$ cat config.mk
export PLATFORM = sky130hd
export DESIGN_NAME = down_counter_sync
export DESIGN_NICKNAME = d
export VERILOG_FILES = /design/src/rtl/down_counter_sync.sv
export SDC_FILE = /design/constraint.sdc
export NUM_CORES = 1
export LEC_CHECK = 0
export ABC_AREA = 0
export BUFFER_PORTS_ARGS = -buffer_cell sky130_fd_sc_hd__buf_2
export CAP_MARGIN = 20
export CORE_MARGIN = 3
export CORE_UTILIZATION = 30
export DETAILED_ROUTE_END_ITERATION = 8
export PLACE_DENSITY_LB_ADDON = 0.15
export SETUP_SLACK_MARGIN = 0.1
export SYNTH_ARGS = -nofsm -noshare
export SYNTH_HDL_FRONTEND = slang
export SYNTH_SLANG_ARGS = --single-unit
export TNS_END_PERCENT = 20
$ cat constraint.sdc
create_clock -name clk -period 4.34 [get_ports clk]
set_clock_uncertainty 0.15 [all_clocks]
set_input_delay 0.434 -clock clk [delete_from_list [all_inputs] [get_ports clk]]
set_output_delay 0.434 -clock clk [all_outputs]
set_load 0.01 [all_outputs]
$ cat src/rtl/down_counter_sync.sv
// ---------------------------------------------------------------------------
// down_counter_sync
//
// Loadable down counter used as a timeout / delay / interval generator.
// A preset value is counted down to zero. The counter then either stops
// (one-shot) or reloads the preset and keeps running (auto-reload).
//
// Parameters
//   WIDTH    : counter width in bits
//   PRESCALE : enabled cycles per decrement (only with DOWN_CNT_PRESCALE_EN)
//
// Build option
//   DOWN_CNT_PRESCALE_EN : when defined, an internal prescaler counts en-high
//                          cycles. Counting actions then fire only on every
//                          PRESCALE-th enabled cycle.
//
// Ports
//   clk         : clock, all state updates on posedge
//   rst         : asynchronous reset, active-high
//   clear       : synchronous abort to IDLE, no tc (highest priority)
//   load        : load load_val into counter and reload register
//   load_val    : preset value
//   en          : count enable
//   auto_reload : 1 = periodic mode, 0 = one-shot
//   q           : current count (registered)
//   zero        : q == 0
//   tc          : terminal-count pulse, one cycle wide (registered)
//   busy        : counter is in RUN
// ---------------------------------------------------------------------------
module down_counter_sync #(
    parameter int WIDTH    = 4,
    parameter int PRESCALE = 4
) (
    input  logic             clk,
    input  logic             rst,
    input  logic             clear,
    input  logic             load,
    input  logic [WIDTH-1:0] load_val,
    input  logic             en,
    input  logic             auto_reload,
    output logic [WIDTH-1:0] q,
    output logic             zero,
    output logic             tc,
    output logic             busy
);

    typedef enum logic [1:0] {
        S_IDLE = 2'd0,
        S_RUN  = 2'd1,
        S_DONE = 2'd2
    } state_t;

    state_t           state;
    logic [WIDTH-1:0] reload_reg;
    logic             step;

    if (PRESCALE < 1) begin : g_bad_prescale
        $error("down_counter_sync: PRESCALE must be >= 1");
    end

    // Decrement that saturates at zero, so the count can never wrap to all-ones.
    function automatic logic [WIDTH-1:0] dec_floor(input logic [WIDTH-1:0] v);
        return (v == '0) ? '0 : v - WIDTH'(1);
    endfunction

`ifdef DOWN_CNT_PRESCALE_EN
    localparam int            PW   = (PRESCALE > 1) ? $clog2(PRESCALE) : 1;
    localparam logic [PW-1:0] PMAX = PW'(PRESCALE - 1);

    logic [PW-1:0] pre;

    // Prescaler restarts on clear/load so a fresh count always gets a full
    // PRESCALE enabled cycles before its first decrement.
    always_ff @(posedge clk or posedge rst) begin
        if (rst) begin
            pre <= '0;
        end else if (clear || load) begin
            pre <= '0;
        end else if (en) begin
            pre <= (pre == PMAX) ? '0 : pre + PW'(1);
        end
    end

    assign step = en && (pre == PMAX);
`else
    assign step = en;
`endif

    always_ff @(posedge clk or posedge rst) begin
        if (rst) begin
            q          <= '0;
            reload_reg <= '0;
            state      <= S_IDLE;
            tc         <= 1'b0;
        end else begin
            // tc is a single-cycle pulse; only the q==1 decision raises it.
            tc <= 1'b0;
            if (clear) begin
                q     <= '0;
                state <= S_IDLE;
            end else if (load) begin
                q          <= load_val;
                reload_reg <= load_val;
                state      <= (load_val != '0) ? S_RUN : S_DONE;
            end else begin
                unique case (state)
                    S_IDLE: q <= '0;
                    S_DONE: q <= '0;
                    S_RUN: begin
                        if (step) begin
                            if (q > WIDTH'(1)) begin
                                q <= dec_floor(q);
                            end else if (q == WIDTH'(1)) begin
                                q  <= '0;
                                tc <= 1'b1;
                                if (!auto_reload) state <= S_DONE;
                            end else if (auto_reload) begin
                                // q==0 in periodic mode: start the next period.
                                q <= reload_reg;
                            end else begin
                                // auto_reload dropped while parked at zero.
                                state <= S_DONE;
                            end
                        end
                    end
                    default: begin
                        q     <= '0;
                        state <= S_IDLE;
                    end
                endcase
            end
        end
    end

    assign zero = (q == '0);
    assign busy = (state == S_RUN);

endmodule

Word-level counts from Yosys, hierarchy flattened

Index checks and enable logic that the tools add are counted.

Latch bits: 0
Memories kept: 0
Flip-flop bits (word level): 11
RAM bits: 0
Memory bits (read-only): 0
Logic and storage cells: 43

Add/sub/neg operators: 1
$lt $le $gt $ge: 1
Shift operators: 0
Div/mod/pow operators: 0
Equality and inequality tests: 8
Bitwise operators: 1
Reductions and logical operators: 7
Multiply operators: 0
Multiplexer cells: 21

Operators with widths:

| operator              | count |
|---|---|
| $mux W4               | 8 |
| $mux W2               | 6 |
| $ne A4 B4 Y1 const B  | 3 |
| $mux W1               | 6 |
| $ne A6 B4 Y1 const B  | 1 |
| $eq A4 B1 Y1 const B  | 1 |
| $gt A4 B1 Y1 const B  | 1 |
| $logic_not A4 Y1      | 1 |
| $pmux W2 S2           | 1 |
| $reduce_and A2 Y1     | 2 |
| $reduce_and A4 Y1     | 1 |
| $reduce_bool A4 Y1    | 1 |
| $sub A4 B1 Y4 const B | 1 |
| $ne A3 B1 Y1 const B  | 1 |
| $eq A2 B1 Y1 const B  | 1 |
| $eq A2 B2 Y1 const B  | 1 |
| $logic_not A2 Y1      | 1 |
| $reduce_or A2 Y1      | 1 |
| $not A1 Y1            | 1 |

Logic depth before layout (Yosys ltp)

Gate-level depths: netlist of the first run.

Depth in word-level cells: 7
Depth in mapped cells: 5
Depth with buffers taken out: 4

Worst setup path before layout of the first run

Ideal clock, no wire load.

Path kind: flip-flop to output port
From: register q[3]
To: output port zero
Stages on the path, launching flop included: 4
Arrival: 1.163 ns
Path slack: 2.593 ns
Cells stage by stage: dfrtp_1 buf_8 or4_4 inv_1

Cells in the longest elaborated chain, start to end: 1

RTL lines:

| element                | RTL line | text |
|---|---|---|
| from (decl)            | 41       | `output logic [WIDTH-1:0] q,` |
| from (signal assigned) | 102      | `q <= load_val;` |
| from (signal assigned) | 112      | `q <= dec_floor(q);` |
| from (signal assigned) | 119      | `q <= reload_reg;` |
| $logic_not A4 Y1       | 135      | `assign zero = (q == '0);` |
| to (decl)              | 42       | `output logic zero,` |

Every way passes these cells.

Worst setup path in the final report of the first run

From: register q[0]
To: output port zero

The elaborated chain is that of the path after synthesis.

==> summary.txt, run 1 <==
Status
  • Status: complete, but fails checks
  • Violated checks: hold timing

Die
  • Die span in x: approximately 52 um
  • DIE HEIGHT: roughly 52 um
  • Effective utilization at floorplan: between 30 and 40%
  • DIE AREA: ~0.0027 mm^2
  • Placeable core region: ~0.0020 mm^2
  • Placement Rows: 16
  • IO Count: 17

Timing
  • Worst-Margin Slew: about 0.44 ns
  • Post-Route Setup TNS: 0 ns
  • Shortest period the worst path allows: roughly 2.1 ns
  • Relative slew margins: about 71%
  • Hold Worst Slack: -0.009312 ns
  • Final Hold Viols: 11
  • RSZ-0062 raised after global routing: false
  • FMAX: about 480 MHz
  • Number of endpoints failing setup at the final stage: 0
  • Number of pins exceeding their max-slew limit in the final report: 0
  • Final period utilization: between 40% and 50%
  • Setup ws final: about 2.2 ns

Finish
  • Area taken by multi-input logic gates: about 330 um^2
  • Signed area change from the synthesized netlist to the final layout: 18.63%
  • Fill count: 205
  • Total Nets Final: 94
  • Share of post-route cells with drive strength above 1: 32.53%
  • Count of inserted antenna diode cells: 0
  • Storage cell area: approximately 280 um^2
  • Post-route cell area: ~760 um^2

GRT
  • Number of global-route vias before repair: 539
  • Initial antenna violation count: 0
  • First-pass GRT wire length: approximately 2500 um
  • Total GRT Usage: about an eighth
  • Total grt overflow: 0
  • Maximum number of pins on one net before global-route repair: 12

Drt
  • 1st-pass router iterations: 4
  • Post-detailed-routing wire length: 1404 um
  • Met3 WL post-DR: roughly 110 um
  • Vias per cell: 4.900
  • Antenna-violating nets left: 0
  • Uppermost routed layer: met4
  • Final routed wire length divided by cell count: ~13 um
  • Met1 Routed Length: just under 700 um
  • Via count: 539
  • Met2 routed wirelength: ~600 um
  • Number of DRC markers after the initial detailed-route iteration: 8
  • DR DRC count: 0

Synthesis
  • Average footprint of a synthesized cell: around 9.8 um^2
  • Share of Yosys cell area claimed by the top area cell type: roughly 43%
  • Dominant synthesized flop cell: sky130_fd_sc_hd__dfrtp_1
  • Number of library cell types mapped by synthesis: 28
  • Fraction of the yosys area taken by sequential cells: 43.14%
  • Count of flip-flops with a built-in enable after synthesis: 0
  • Proportion of register bits with asynchronous set or reset after synthesis: 100.0%
  • Top cells by instance count after synthesis: 13 x sky130_fd_sc_hd__nand2_1, 11 x sky130_fd_sc_hd__dfrtp_1, 4 x sky130_fd_sc_hd__nor2b_1
  • Count leader, synth: sky130_fd_sc_hd__nand2_1
  • Largest cells by area after synthesis: sky130_fd_sc_hd__dfrtp_1 43%, sky130_fd_sc_hd__nand2_1 7.6%, sky130_fd_sc_hd__a2bb2oi_1 4.1%
  • YS warnings: 0
  • Synthesized netlist net count: 75
  • Largest area contributor in the synthesized netlist: sky130_fd_sc_hd__dfrtp_1
  • Number of cells produced by synthesis: 65
  • Post-Syn Area: approximately 640 um^2
  • Register bit total from synthesis: 11

Place
  • Count of input and output buffers: 16
  • Final estimated routing congestion in global placement: 0.8183
  • Placed inst area: roughly 730 um^2
  • Dpl hpwl: approximately 1100 um
  • Pre-CTS worst setup slack: ~2.5 ns

Min path
  • Type of the worst min-delay path: in2async

Setup path
  • Cells along the critical path: or4_4 -> inv_1 -> buf_2
  • Worst setup path class: reg2out
  • Largest stage delay, worst path: about 0.6 ns
  • Critical Path Fanout Max: 8
  • Data arrival time of the critical path: around 1.5 ns
  • Critical Path Slowest Stage Cell: sky130_fd_sc_hd__or4_4
  • Nature of the critical path endpoint: output port
  • Crit start category: flip-flop
  • WP data required: between 3 and 4 ns

Power
  • Fraction of power consumed by the clock network: roughly 30%
  • Internal power contribution: between 150 and 200 uW
  • Static leakage: 0.3793 nW
  • Register share of total power: 48.6%
  • Part of the total power dissipated in combinational logic: a little over a fifth
  • Sw power: 74.11 uW
  • Post-layout total power: around 240 uW
  • Areal power density over the cells: roughly 320 mW/mm^2
  • Largest voltage drop on the vdd net: about 220 uV
  • Switching Fraction: around 30%

Clock tree
  • Hold buffer count at cts: 0
  • # resized after CTS: 0
  • H-tree Lvls: 1
  • Clk Tree Root Cell: sky130_fd_sc_hd__clkbuf_4
  • Number of clock sinks: 11
  • Post-CTS setup buffer count: 0
  • Clock buffers created by TritonCTS: 3
  • CTS tree: done
  • Clk slew on worst S/H paths: 0.08 ns
  • Clock latency reported for the late side of the worst-skew pair: 0.28 ns
  • Buffer levels on the longest clock path: 2

Job
  • Max-cap violation count: 0
==> through the flow <==
stage | instances | util [%]
6_report | 110 | 38.19
5_1_grt | 110 | 38.19
4_1_cts | 110 | 38.19
3_5_place_dp | 106 | 36.81
3_3_place_gp | 106 | 36.81
2_1_floorplan | 65 | -
==> cells in the final DEF, fill, tap and decap left out, drive strengths merged <==
cell / count
o21ai: 5
a22o: 1
nand2: 13
nor2b: 4
o31a: 1
or4: 1
mux2: 1
mux2i: 1
nor4: 2
and3: 1
and2: 1
and2b: 2
nor2: 3
a2bb2oi: 3
nand2b: 1
nor3b: 1
nor3: 2
nor4b: 1
dfrtp: 11
or4b: 1
a211oi: 1
inv: 2
clkbuf: 3
a22oi: 1
clkinv: 1
buf: 16
o31ai: 3
==> final cells by class <==
| cell class | count | share of cell area [%] |
|---|---|---|
| inverter | 2 | 0.9917 |
| timing repair buffer | 16 | 10.58 |
| tap | 27 | 4.463 |
| multi-input combinational | 50 | 43.97 |
| sequential | 11 | 36.36 |
| clock buffer | 3 | 2.975 |
| clock inverter | 1 | 0.6612 |
==> layer usage <==
layer | GRT usage (%) | vias to the layer above
li1 | - | 272
met1 | 16.28 | 246
met2 | 18.83 | 19
met3 | 5.444 | 2
met4 | 2.620 | 0
met5 | 0 | -
==> critical path: cells and delay by family, from the launching register on <==
| family | cells | cell delay (ns) |
|---|---|---|
| flip-flops | 1 | 0.46 |
| AND/OR/NAND/NOR | 1 | 0.60 |
| buffers and inverters | 2 | 0.18 |
==> worst paths after layout <==
check                               from             to  slack (ns)  cells past startpoint
setup / recovery                    q[0]           zero        2.24                      3
hold / removal                       rst  reload_reg[2]      -0.009                      2
setup reg to reg                    q[0]           q[1]        2.56                      4
hold reg to reg            reload_reg[3]  reload_reg[3]        0.32                      2
max in group asynchronous            rst             tc        3.74                      2
min in group clk                   clear       state[1]        0.23                      2
==> cells by family after synthesis <==
group	after synthesis	share of synthesized area, %
and+or+nand+nor	33	30.39
muxes	2	3.333
AOI/OAI and AO/OA	15	18.43
DFF	11	43.14
buffers and inverters	4	4.706
==> power groups by stage <==
stage / Sequential, mW / Combinational (mW) / Clock, mW
2_1_floorplan: 0.119 / 0.0391 / 0
3_3_place_gp: 0.121 / 0.0535 / 0
3_5_place_dp: 0.121 / 0.0531 / 0
4_1_cts: 0.119 / 0.0535 / 0.0756
5_1_grt: 0.120 / 0.0600 / 0.0816
6_report: 0.119 / 0.0527 / 0.0730
No activity file was read; power rests on OpenSTA's default activity.
==> run 2: changes to the inputs <==
==> constraint.sdc (replaced) <==
create_clock -name clk -period 1.7 [get_ports clk]
set_clock_uncertainty 0.15 [all_clocks]
set_input_delay 0.17 -clock clk [delete_from_list [all_inputs] [get_ports clk]]
set_output_delay 0.17 -clock clk [all_outputs]
set_load 0.01 [all_outputs]
==> summary.txt, run 2 (same netlist as run 1, synthesis figures left out) <==
Timing
  • Setup ws final: -0.001429 ns (was 2.238 ns)
  • Number of endpoints failing setup at the final stage: 1 (was 0)
  • Number of pins exceeding their max-slew limit in the final report: 0 (unchanged)
  • FMAX: slightly below 600 MHz
  • Relative slew margins: 70.29% (was 70.68%)
  • Shortest period the worst path allows: between 1.5 and 2 ns
  • Post-Route Setup TNS: -0.001429 ns (was 0 ns)
  • Final period utilization: 100.1%
  • Worst-Margin Slew: 0.4452 ns (was 0.4393 ns)
  • Final Hold Viols: 0 (was 11)
  • RSZ-0062 raised after global routing: true (was false)

Min path
  • Type of the worst min-delay path: in2reg (was in2async)

Setup path
  • Worst path top cell family by delay: simple AND/OR/NAND/NOR gates (unchanged)
  • Cells along the critical path: or4_4 -> inv_2 -> buf_6 (was or4_4 -> inv_1 -> buf_2)
  • Critical Path Fanout Max: 3 (was 8)
  • Largest stage delay, worst path: 0.57 ns (was 0.60 ns)
  • Number of buffers and inverters on the critical path: 2 (unchanged)
  • Nature of the critical path endpoint: output port (unchanged)
  • Critical Path Slowest Stage Cell: sky130_fd_sc_hd__or4_4 (unchanged)
  • WP data required: 1.38 ns (was 3.76 ns)
  • Worst setup path class: reg2out (unchanged)
  • Data arrival time of the critical path: 1.38 ns (was 1.52 ns)
  • Crit start category: flip-flop (unchanged)

Clock tree
  • Clk Tree Root Cell: sky130_fd_sc_hd__clkbuf_4 (unchanged)
  • Clk slew on worst S/H paths: 0.06 ns (was 0.08 ns)
  • Number of clock sinks: 11 (unchanged)
  • Clock buffers created by TritonCTS: 3 (unchanged)
  • H-tree Lvls: 1 (unchanged)
  • CTS tree: done (unchanged)
  • Clock latency reported for the late side of the worst-skew pair: 0.26 ns (was 0.28 ns)
  • Buffer levels on the longest clock path: 2 (unchanged)

Finish
  • Fill count: 195 (was 205)
  • Total Nets Final: 102 (was 94)
  • Util after Layout: 42.30% (was 38.19%)
  • Share of post-route cells with drive strength above 1: 37.36% (was 32.53%)
  • Most common cell after layout, fill and taps aside: sky130_fd_sc_hd__buf_2 (unchanged)
  • Signed area change from the synthesized netlist to the final layout: 31.37% (was 18.63%)
  • Commonest non-fill, non-tap cells in the layout: 15 x sky130_fd_sc_hd__buf_2, 12 x sky130_fd_sc_hd__nand2_1, 11 x sky130_fd_sc_hd__dfrtp_1 (was 16 x sky130_fd_sc_hd__buf_2, 13 x sky130_fd_sc_hd__nand2_1, 11 x sky130_fd_sc_hd__dfrtp_1)
  • Count of inserted antenna diode cells: 0 (unchanged)

Drt
  • 1st-pass router iterations: 4 (unchanged)
  • Number of DRC markers after the initial detailed-route iteration: 6 (was 8)
  • DR DRC count: 0 (unchanged)
  • Vias per cell: 4.746 (was 4.900)
  • Post-detailed-routing wire length: 1415 um (was 1404 um)
  • Final routed wire length divided by cell count: 11.99 um (was 12.76 um)
  • Antenna-violating nets left: 0 (unchanged)
  • Via count: 560 (was 539)

Place
  • Final estimated routing congestion in global placement: 0.7475 (was 0.8183)
  • Count of input and output buffers: 16 (unchanged)
  • Pre-CTS worst setup slack: 0.04178 ns (was 2.539 ns)
  • Dpl hpwl: 1121 um (was 1079 um)

GRT
  • Total GRT Usage: 12.67% (was 12.45%)
  • First-pass GRT wire length: 2525 um (was 2477 um)
  • Number of global-route vias before repair: 576 (was 539)
  • Total grt overflow: 0 (unchanged)
  • Maximum number of pins on one net before global-route repair: 12 (unchanged)
  • Initial antenna violation count: 0 (unchanged)

Die
  • Placeable core region: 0.001982 mm^2 (unchanged)
  • DIE AREA: 0.002716 mm^2 (unchanged)
  • IO Count: 17 (unchanged)
  • Placement Rows: 16 (unchanged)
  • Die span in x: 52.12 um (unchanged)
  • DIE HEIGHT: 52.12 um (unchanged)
  • Effective utilization at floorplan: 32.20% (unchanged)

Status
  • Violated checks: setup timing (was hold timing)
  • Status: complete, but fails checks (unchanged)

Power
  • Areal power density over the cells: 757.0 mW/mm^2 (was 323.1 mW/mm^2)
  • Post-layout total power: 634.6 uW (was 244.6 uW)
  • Static leakage: 0.4164 nW (was 0.3793 nW)
  • Largest voltage drop on the vdd net: 451.3 uV (was 216.3 uV)

Job
  • Max-cap violation count: 0 (unchanged)
-- run 2: layer usage --
metal	up-vias	global-route usage, %	part of all wire (%)
met5	-	0	0
met4	0	2.620	0.99
met3	2	5.731	5.7
met2	14	20.29	45
met1	256	15.52	48
li1	288	-	-
-- run 2: power by group --
group	leakage, nW	total, mW	internal, mW	switching, mW
Sequential	0.143	0.295	0.283	0.0121
Clock	0.0150	0.172	0.0908	0.0814
Combinational	0.258	0.168	0.0851	0.0826
Total	0.416	0.635	0.458	0.176
-- run 2: worst paths after layout --
kind                          startpoint             to  slack, ns  cells after the start
setup / recovery                    q[0]           zero     -0.001                      3
hold / removal               load_val[3]  reload_reg[3]       0.01                      3
setup reg to reg                    q[0]           q[2]       0.01                      4
hold reg to reg            reload_reg[3]  reload_reg[3]       0.32                      2
max in group asynchronous            rst       state[1]       0.80                      3
min in group asynchronous            rst           q[3]       0.30                      3
-- run 2: what timing repair did --
action	in CTS	in global routing
endpoints found under the setup margin	5	7
hold endpoints to repair	13	0
gates resized for setup	4	0
setup buffers	1	0
pin swaps	2	3
hold buffers	3	0
-- run 2: cell type report --
type	instances	area [um^2]	share of cell area, %
clock buffer	4	26.28	3.134
inverter	2	7.507	0.8955
multi-input combinational	50	341.6	40.75
sequential	11	275.3	32.84
tap	27	33.78	4.030
timing repair buffer	24	153.9	18.36
-- run 2: tightest hold or removal path, stage by stage --
cell and delay (ns):
sky130_fd_sc_hd__buf_2 0.09, sky130_fd_sc_hd__nand2_1 0.07, sky130_fd_sc_hd__nand2_1 0.06
-- run 2: metrics by stage --
step                cells  cell area, um^2  hold slack (ns)
finish                118            838.3          0.01262
global route          118            838.3          0.01963
CTS                   118            838.3         0.005708
detailed placement    110            759.5          0.04795
global placement      110            759.5          0.04994
floorplan              65            638.1          -0.1276
